$ cat config.mk
export PLATFORM = sky130hd
export DESIGN_NAME = ddr3_xfer_sched
export DESIGN_NICKNAME = d
export VERILOG_FILES = /design/src/rtl/ddr3_xfer_sched.sv
export SDC_FILE = /design/constraint.sdc
export NUM_CORES = 1
export LEC_CHECK = 0
export ABC_AREA = 1
export BUFFER_PORTS_ARGS = -buffer_cell sky130_fd_sc_hd__clkbuf_2
export CORE_UTILIZATION = 50
export DETAILED_ROUTE_END_ITERATION = 7
export GPL_TIMING_DRIVEN = 0
export PLACE_DENSITY = 0.78
export SLEW_MARGIN = 20
export SYNTH_ARGS = -nofsm -noshare
export SYNTH_HDL_FRONTEND = slang
export SYNTH_SLANG_ARGS = --single-unit
$ cat constraint.sdc
create_clock -name ui_clk -period 3.2 [get_ports ui_clk]
set_input_delay 0.32 -clock ui_clk [delete_from_list [all_inputs] [get_ports ui_clk]]
set_output_delay 0.32 -clock ui_clk [all_outputs]
set_load 0.02 [all_outputs]
$ cat src/rtl/ddr3_xfer_sched.sv
// Arbitrates one write and one read requester, splits each request into datapath chunks and retries faulted chunks.
// ack/done/err/go are registered; go is held until the granted bsy is seen, and requesters hold req until ack.
module ddr3_xfer_sched #(
   parameter int CHUNK_WORDS = 256,
   parameter int MAX_RETRY   = 2,
   parameter int GO_TIMEOUT  = 16
) (
   input  logic        ui_clk,
   input  logic        rst,
   input  logic        i_phy_init_done,
   input  logic        i_wr_req,
   input  logic [15:0] i_wr_len,
   input  logic [11:0] i_wr_buf_addr,
   input  logic [25:0] i_wr_ddr3_addr,
   input  logic        i_rd_req,
   input  logic [15:0] i_rd_len,
   input  logic [11:0] i_rd_buf_addr,
   input  logic [25:0] i_rd_ddr3_addr,
   output logic        o_wr_ack,
   output logic        o_rd_ack,
   output logic        o_wr_done,
   output logic        o_rd_done,
   output logic        o_wr_err,
   output logic        o_rd_err,
   output logic        o_ibuf_go,
   output logic [11:0] o_ibuf_count,
   output logic [11:0] o_ibuf_start_addrb,
   output logic [25:0] o_ddr3_addra,
   input  logic        i_ibuf_bsy,
   input  logic        i_ibuf_ddr3_fault,
   output logic        o_obuf_go,
   output logic [11:0] o_obuf_count,
   output logic [11:0] o_obuf_start_addra,
   output logic [25:0] o_ddr3_addrb,
   input  logic        i_obuf_bsy,
   input  logic        i_obuf_ddr3_fault,
   output logic        o_busy,
   output logic [7:0]  o_fault_count
);
   localparam logic [15:0] LP_CHUNK     = 16'(CHUNK_WORDS);
   localparam logic [15:0] LP_TMO_LAST  = 16'(GO_TIMEOUT - 1);
   localparam logic [7:0]  LP_MAX_RETRY = 8'(MAX_RETRY);

   typedef enum logic [1:0] {S_IDLE, S_ISSUE, S_RUN, S_CHECK} state_t;

   state_t      r_state, w_state_n;
   logic        r_last_rd, w_last_rd_n;
   logic        r_rej, w_rej_n;
   logic [15:0] r_rem, w_rem_n;
   logic [11:0] r_baddr, w_baddr_n;
   logic [25:0] r_daddr, w_daddr_n;
   logic [7:0]  r_retry, w_retry_n;
   logic [15:0] r_tmo, w_tmo_n;
   logic        r_fault, w_fault_n;
   logic        w_go_n, w_ld, w_ack_n, w_done_n, w_err_n, w_fcnt_inc;
   logic        w_pick_rd, w_bsy, w_dp_fault, w_go, w_hold;
   logic [15:0] w_chunk, w_len;
   logic [11:0] w_nchunk;

   logic        r_wr_ack, r_rd_ack, r_wr_done, r_rd_done, r_wr_err, r_rd_err;
   logic        r_ibuf_go, r_obuf_go;
   logic [11:0] r_ib_cnt, r_ib_addr, r_ob_cnt, r_ob_addr;
   logic [25:0] r_ib_ddr, r_ob_ddr;
   logic [7:0]  r_fcnt;

   // Tie goes to the side that was not granted last.
   assign w_pick_rd  = i_rd_req & (~i_wr_req | ~r_last_rd);
   assign w_len      = w_pick_rd ? i_rd_len : i_wr_len;
   assign w_bsy      = r_last_rd ? i_obuf_bsy : i_ibuf_bsy;
   assign w_dp_fault = r_last_rd ? i_obuf_ddr3_fault : i_ibuf_ddr3_fault;
   assign w_go       = r_ibuf_go | r_obuf_go;
   assign w_hold     = r_wr_done | r_rd_done | r_wr_err | r_rd_err;
   assign w_chunk    = (r_rem > LP_CHUNK) ? LP_CHUNK : r_rem;
   assign w_nchunk   = (w_rem_n > LP_CHUNK) ? LP_CHUNK[11:0] : w_rem_n[11:0];

   always_comb begin
      w_state_n   = r_state;
      w_last_rd_n = r_last_rd;
      w_rej_n     = 1'b0;
      w_rem_n     = r_rem;
      w_baddr_n   = r_baddr;
      w_daddr_n   = r_daddr;
      w_retry_n   = r_retry;
      w_tmo_n     = r_tmo;
      w_fault_n   = r_fault;
      w_go_n      = 1'b0;
      w_ld        = 1'b0;
      w_ack_n     = 1'b0;
      w_done_n    = 1'b0;
      w_err_n     = 1'b0;
      w_fcnt_inc  = 1'b0;
      case (r_state)
         S_IDLE: begin
            if (r_rej) begin
               w_err_n = 1'b1;
            end else if (i_phy_init_done && (i_wr_req || i_rd_req) && !w_hold) begin
               w_last_rd_n = w_pick_rd;
               w_ack_n     = 1'b1;
               w_rem_n     = w_len;
               w_baddr_n   = w_pick_rd ? i_rd_buf_addr : i_wr_buf_addr;
               w_daddr_n   = w_pick_rd ? i_rd_ddr3_addr : i_wr_ddr3_addr;
               w_retry_n   = 8'd0;
               if (w_len == 16'd0 || w_len[0]) w_rej_n = 1'b1;
               else                            w_state_n = S_ISSUE;
            end
         end
         S_ISSUE: begin
            w_go_n = 1'b1;
            if (!w_go) begin
               w_ld = 1'b1;
            end else if (w_bsy) begin
               w_go_n    = 1'b0;
               w_state_n = S_RUN;
            end else if (r_tmo == LP_TMO_LAST) begin
               w_go_n    = 1'b0;
               w_fault_n = 1'b1;
               w_state_n = S_CHECK;
            end else begin
               w_tmo_n = r_tmo + 16'd1;
            end
         end
         S_RUN: begin
            if (!w_bsy) begin
               w_fault_n = w_dp_fault;
               w_state_n = S_CHECK;
            end
         end
         S_CHECK: begin
            if (r_fault) begin
               w_fcnt_inc = 1'b1;
               if (r_retry < LP_MAX_RETRY) begin
                  w_retry_n = r_retry + 8'd1;
                  w_go_n    = 1'b1;
                  w_ld      = 1'b1;
                  w_state_n = S_ISSUE;
               end else begin
                  w_err_n   = 1'b1;
                  w_state_n = S_IDLE;
               end
            end else begin
               w_rem_n   = r_rem - w_chunk;
               w_baddr_n = r_baddr + w_chunk[11:0];
               w_daddr_n = r_daddr + 26'(w_chunk[15:1]);
               w_retry_n = 8'd0;
               if (w_rem_n == 16'd0) begin
                  w_done_n  = 1'b1;
                  w_state_n = S_IDLE;
               end else begin
                  w_go_n    = 1'b1;
                  w_ld      = 1'b1;
                  w_state_n = S_ISSUE;
               end
            end
         end
         default: w_state_n = S_IDLE;
      endcase
      // Each new attempt restarts the bsy timeout and clears the latched fault.
      if (w_ld) begin
         w_tmo_n   = 16'd0;
         w_fault_n = 1'b0;
      end
   end

   always_ff @(posedge ui_clk) begin
      if (rst) begin
         r_state   <= S_IDLE;
         r_last_rd <= 1'b1;
         r_rej     <= 1'b0;
         r_rem     <= '0;
         r_baddr   <= '0;
         r_daddr   <= '0;
         r_retry   <= '0;
         r_tmo     <= '0;
         r_fault   <= 1'b0;
         r_wr_ack  <= 1'b0;
         r_rd_ack  <= 1'b0;
         r_wr_done <= 1'b0;
         r_rd_done <= 1'b0;
         r_wr_err  <= 1'b0;
         r_rd_err  <= 1'b0;
         r_ibuf_go <= 1'b0;
         r_obuf_go <= 1'b0;
         r_ib_cnt  <= '0;
         r_ib_addr <= '0;
         r_ib_ddr  <= '0;
         r_ob_cnt  <= '0;
         r_ob_addr <= '0;
         r_ob_ddr  <= '0;
         r_fcnt    <= '0;
      end else begin
         r_state   <= w_state_n;
         r_last_rd <= w_last_rd_n;
         r_rej     <= w_rej_n;
         r_rem     <= w_rem_n;
         r_baddr   <= w_baddr_n;
         r_daddr   <= w_daddr_n;
         r_retry   <= w_retry_n;
         r_tmo     <= w_tmo_n;
         r_fault   <= w_fault_n;
         r_wr_ack  <= w_ack_n  & ~w_last_rd_n;
         r_rd_ack  <= w_ack_n  &  w_last_rd_n;
         r_wr_done <= w_done_n & ~w_last_rd_n;
         r_rd_done <= w_done_n &  w_last_rd_n;
         r_wr_err  <= w_err_n  & ~w_last_rd_n;
         r_rd_err  <= w_err_n  &  w_last_rd_n;
         r_ibuf_go <= w_go_n   & ~w_last_rd_n;
         r_obuf_go <= w_go_n   &  w_last_rd_n;
         if (w_ld && !w_last_rd_n) begin
            r_ib_cnt  <= w_nchunk;
            r_ib_addr <= w_baddr_n;
            r_ib_ddr  <= w_daddr_n;
         end
         if (w_ld && w_last_rd_n) begin
            r_ob_cnt  <= w_nchunk;
            r_ob_addr <= w_baddr_n;
            r_ob_ddr  <= w_daddr_n;
         end
         if (w_fcnt_inc && r_fcnt != 8'hFF) r_fcnt <= r_fcnt + 8'd1;
      end
   end

   assign o_wr_ack           = r_wr_ack;
   assign o_rd_ack           = r_rd_ack;
   assign o_wr_done          = r_wr_done;
   assign o_rd_done          = r_rd_done;
   assign o_wr_err           = r_wr_err;
   assign o_rd_err           = r_rd_err;
   assign o_ibuf_go          = r_ibuf_go;
   assign o_ibuf_count       = r_ib_cnt;
   assign o_ibuf_start_addrb = r_ib_addr;
   assign o_ddr3_addra       = r_ib_ddr;
   assign o_obuf_go          = r_obuf_go;
   assign o_obuf_count       = r_ob_cnt;
   assign o_obuf_start_addra = r_ob_addr;
   assign o_ddr3_addrb       = r_ob_ddr;
   assign o_busy             = (r_state != S_IDLE);
   assign o_fault_count      = r_fcnt;
endmodule

==> summary.md <==
| Metric | Value |
|---|---|
| Synthesized area per cell | `6.50 um^2` |
| Starting Density | `51.2%` |
| I/O pins | `234` |
| Tot GR Track Use | `35.2%` |
| XOR/XNOR share of the synthesized area | `roughly 1.2%` |
| # nets final | `about 2200` |
| Hold Slack | `around 0.23 ns` |
| CTS clk-pin slew, worst paths | `~0.1 ns` |
| Crit. Startpoint | `r_rem[10]$_SDFF_PP0_` |
| CORE AREA | `0.0219 mm^2` |
| Gr ovfl total | `0` |
| Final hold violations | `0` |
| Critical path cell sequence | `nor2_4, nand2_2, nor2_4, o21ai_4, buf_6, nor2_4, ha_4, fa_2, nand3_2, nand3_2, inv_2, nor2_4, nor2_4, o21ai_4, nand2_2, nand2_4, nand2_1, nor2_2, nor2_1, o21ai_2, o21ai_4, and2_1, nor2_1` |
| Residual DRC | `0` |
| Most frequent cell after synthesis | `nand2_1` |
| Synth cell count leaders | `467 x nand2_1, 282 x nor2_1, 199 x dfxtp_1` |
| Worst R2R Start | `r_rem[10]$_SDFF_PP0_` |
| Final Max Tran Viols | `0` |
| Crit path buf inv count | `2` |
| CP required | `approximately 3.6 ns` |
| Capture point of the worst reg-to-reg path | `o_ddr3_addra[20]$_SDFFE_PP0P_` |
| Detailed Route WL | `40.8 mm` |
| Fraction of synthesized cell area taken by the top area cell type | `between 30% and 40%` |
| Max Buffers Root-to-Sink | `2` |
| Die footprint | `approximately 0.023 mm^2` |
| Final setup violation count | `0` |
| #FFs+latches synth | `199` |
| Max VDD drop | `roughly 0.38 mV` |
| Worst path slowest cell | `dfxtp_4` |
| Initial antenna violation count | `0` |
| Clock sink count | `just under 200` |
| Synth top area cells | `dfxtp_1 36%, nand2_1 16%, nor2_1 9.4%` |
| CP max FO | `5` |
| Synth Area in Simple Gates | `33.8%` |
| Global-route wire length before repair | `slightly above 60 mm` |
| CTS tree | `done` |
| Die height | `around 150 um` |
| Synth Cell Area | `0.0112 mm^2` |
| Port bufs | `232` |
| CP top delay family | `simple AND/OR/NAND/NOR gates` |
| Routed wire per std cell | `approximately 18 um` |
| Vias in the first global route | `11657` |
| Post-route ant nets | `0` |
| Post-Place Worst Slack | `-1.19 ns` |
| Clk_lat worst skew | `about 0.47 ns` |
| Largest net degree at the start of global routing | `25` |
| Sequential area share after synthesis | `between 30% and 40%` |
| Die X-Extent | `approximately 150 um` |
| Row count | `between 50 and 60` |
| Share of cells above drive strength 1 | `around a quarter` |
| DPL Wire Length | `~30 mm` |
| Reg2Reg Depth | `23` |
| CP endpoint | `o_ddr3_addra[20]$_SDFFE_PP0P_` |
| Reg2reg setup slack | `just under 0.07 ns` |
| Drt via density | `~5.5` |
| HP Class | `in -> reg` |
| DR vias | `approximately 13000` |
| Crit path depth | `23` |
| Cell mode on critical path | `nor2_4` |
| Pwr Density | `between 800 and 900 mW/mm^2` |
| Peak Freq | `319 MHz` |
| Ys async rst share | `0%` |
| Clock period minus worst slack | `~3.1 ns` |
| Main combinational cell family by area after synthesis | `simple AND/OR/NAND/NOR gates` |
| Leak | `0.00673 uW` |
| Maximum capacitance violations | `0` |
| Drt first pass iters | `6` |
| Slack of the critical path | `0.0696 ns` |
| FILL cells | `approximately 2000` |
| Fin crit share | `between 90% and 100%` |
| Top flip-flop cell by instance count after synthesis | `dfxtp_1` |
| Synth Area in Compound Gates | `16.4%` |
| Synth area leader | `dfxtp_1` |
| Crit path arrival time | `3.55 ns` |
| Setup Crit Path Kind | `reg -> reg` |
| YS warnings | `0` |
| Clk_skew | `between 0.02 and 0.03 ns` |
| Diodes inserted | `0` |
| Worst slew pin tran | `around 0.88 ns` |
| Rel. slew slack | `about two fifths` |
| Synth unique cells | `52` |
| Mux contribution to synthesized area | `0.0893%` |
| Startpoint type of the worst setup path | `register` |
| CP peak stage delay | `roughly 0.37 ns` |
| Post-synth EDFFs | `0` |
| Drt initial violations | `948` |
| Synth Instances | `around 1700` |
| RSZ-0062 raised after global routing | `yes` |
| GP Congestion | `a little under 1` |
| Post-Synth Adder-Cell Area | `under 10%` |
| Cts bufs inserted | `17` |
| Status | `completed` |
| H-tree Lvls | `4` |
| Area delta synth->final | `27.4%` |
| Root Buffer | `clkbuf_16` |
| Nature of the critical path endpoint | `register` |
-- sequential cells by signal, summed over array words and instances, names as in the netlist, 12 cells and up --
signal              flops
o_ibuf_start_addrb     12
o_ddr3_addrb           26
r_baddr                12
o_ibuf_count           12
r_rem                  16
o_obuf_count           12
o_obuf_start_addra     12
r_daddr                26
o_ddr3_addra           26
r_tmo                  16
-- where the power goes --
group | internal, uW | switching, uW | leakage, uW | total (uW)
Clock | 1110 | 1280 | 0.000310 | 2380
Sequential | 3070 | 448 | 0.00163 | 3520
Combinational | 2230 | 4580 | 0.00479 | 6810
Total | 6410 | 6310 | 0.00673 | 12700
-- how the worst min path moves through the flow --
stage | start | to | slack [ns] | depth (start not counted)
after floorplan | r_retry[4]$_SDFFE_PP0P_ | r_retry[4]$_SDFFE_PP0P_ | 0.42 | 2
after global placement | o_ibuf_count[9]$_SDFFE_PP0P_ | o_ibuf_count[9]$_SDFFE_PP0P_ | 0.42 | 2
after detailed placement | r_retry[4]$_SDFFE_PP0P_ | r_retry[4]$_SDFFE_PP0P_ | 0.43 | 2
after CTS | i_ibuf_ddr3_fault | r_fault$_SDFFE_PP0P_ | 0.23 | 4
after global routing | i_ibuf_ddr3_fault | r_fault$_SDFFE_PP0P_ | 0.25 | 4
final | i_ibuf_ddr3_fault | r_fault$_SDFFE_PP0P_ | 0.23 | 4
-- cell type report --
class,instances,area [um^2],share of cell area [%]
Multi-Input combinational cell,1293,6750,47.3
Sequential cell,199,4020,28.2
Timing Repair Buffer,266,1430,10.0
Inverter,167,632,4.43
Buffer,72,437,3.06
Clock buffer,17,425,2.98
Tap cell,280,350,2.45
Clock inverter,15,221,1.55
-- cell usage in the layout, fill, tap and decap left out, types with 25 or more instances in the layout --
master    synthesis  layout
a21oi_1         130     120
nand3_1          80      74
nor2_1          282     262
clkbuf_2          0     248
o21ai_1          18      25
ha_1             35      30
dfxtp_1         199     185
inv_1           160     153
nand2_1         467     454
o21ai_0          79      59
clkbuf_1         42      27
buf_4             8      34
-- worst register-to-register path, delay by kind of cell, from the launching register on --
| family | cells | cell delay, ns |
|---|---|---|
| simple gates | 15 | 1.55 |
| flops | 1 | 0.37 |
| fa+ha+maj | 2 | 0.38 |
| compound gates | 4 | 0.59 |
| buf+inv | 2 | 0.20 |
-- layer usage --
layer	wire length (um)	global-route usage (%)
met5	0	0
met4	1990	18.0
met3	3300	6.11
met2	19100	59.2
met1	16400	43.0
-- through the flow --
stage | instances | area [um^2] | TNS, ns | util (%) | total power (uW)
6_report | 2309 | 14300 | 0 | 65.2 | 12700
5_1_grt | 2309 | 14300 | -1.40 | 65.2 | 13500
4_1_cts | 2299 | 13900 | 0 | 63.4 | 12200
3_5_place_dp | 2244 | 12700 | -72.02 | 58.2 | 9410
3_3_place_gp | 2244 | 12700 | -71.45 | 58.2 | 9340
2_1_floorplan | 1732 | 11200 | 0 | - | 7420
-- timing repair --
action	in CTS	in global routing
pin swaps	21	33
endpoints found under the setup margin	153	136
resized for setup	108	107
cloned	1	0
setup buffers	23	10
hold buffers	0	0
-- cells by family (layout without fill, tap and decap cells) --
family | Yosys count | count (layout)
AO/OA/AOI/OAI | 315 | 315
buffers and inverters | 240 | 537
flip-flops | 199 | 199
AND/OR/NAND/NOR | 914 | 914
adder cells (fa/ha/maj) | 37 | 37
other | 2 | 11
multiplexers | 1 | 1
XOR/XNOR | 15 | 15
No activity file was read; power rests on OpenSTA's default activity.
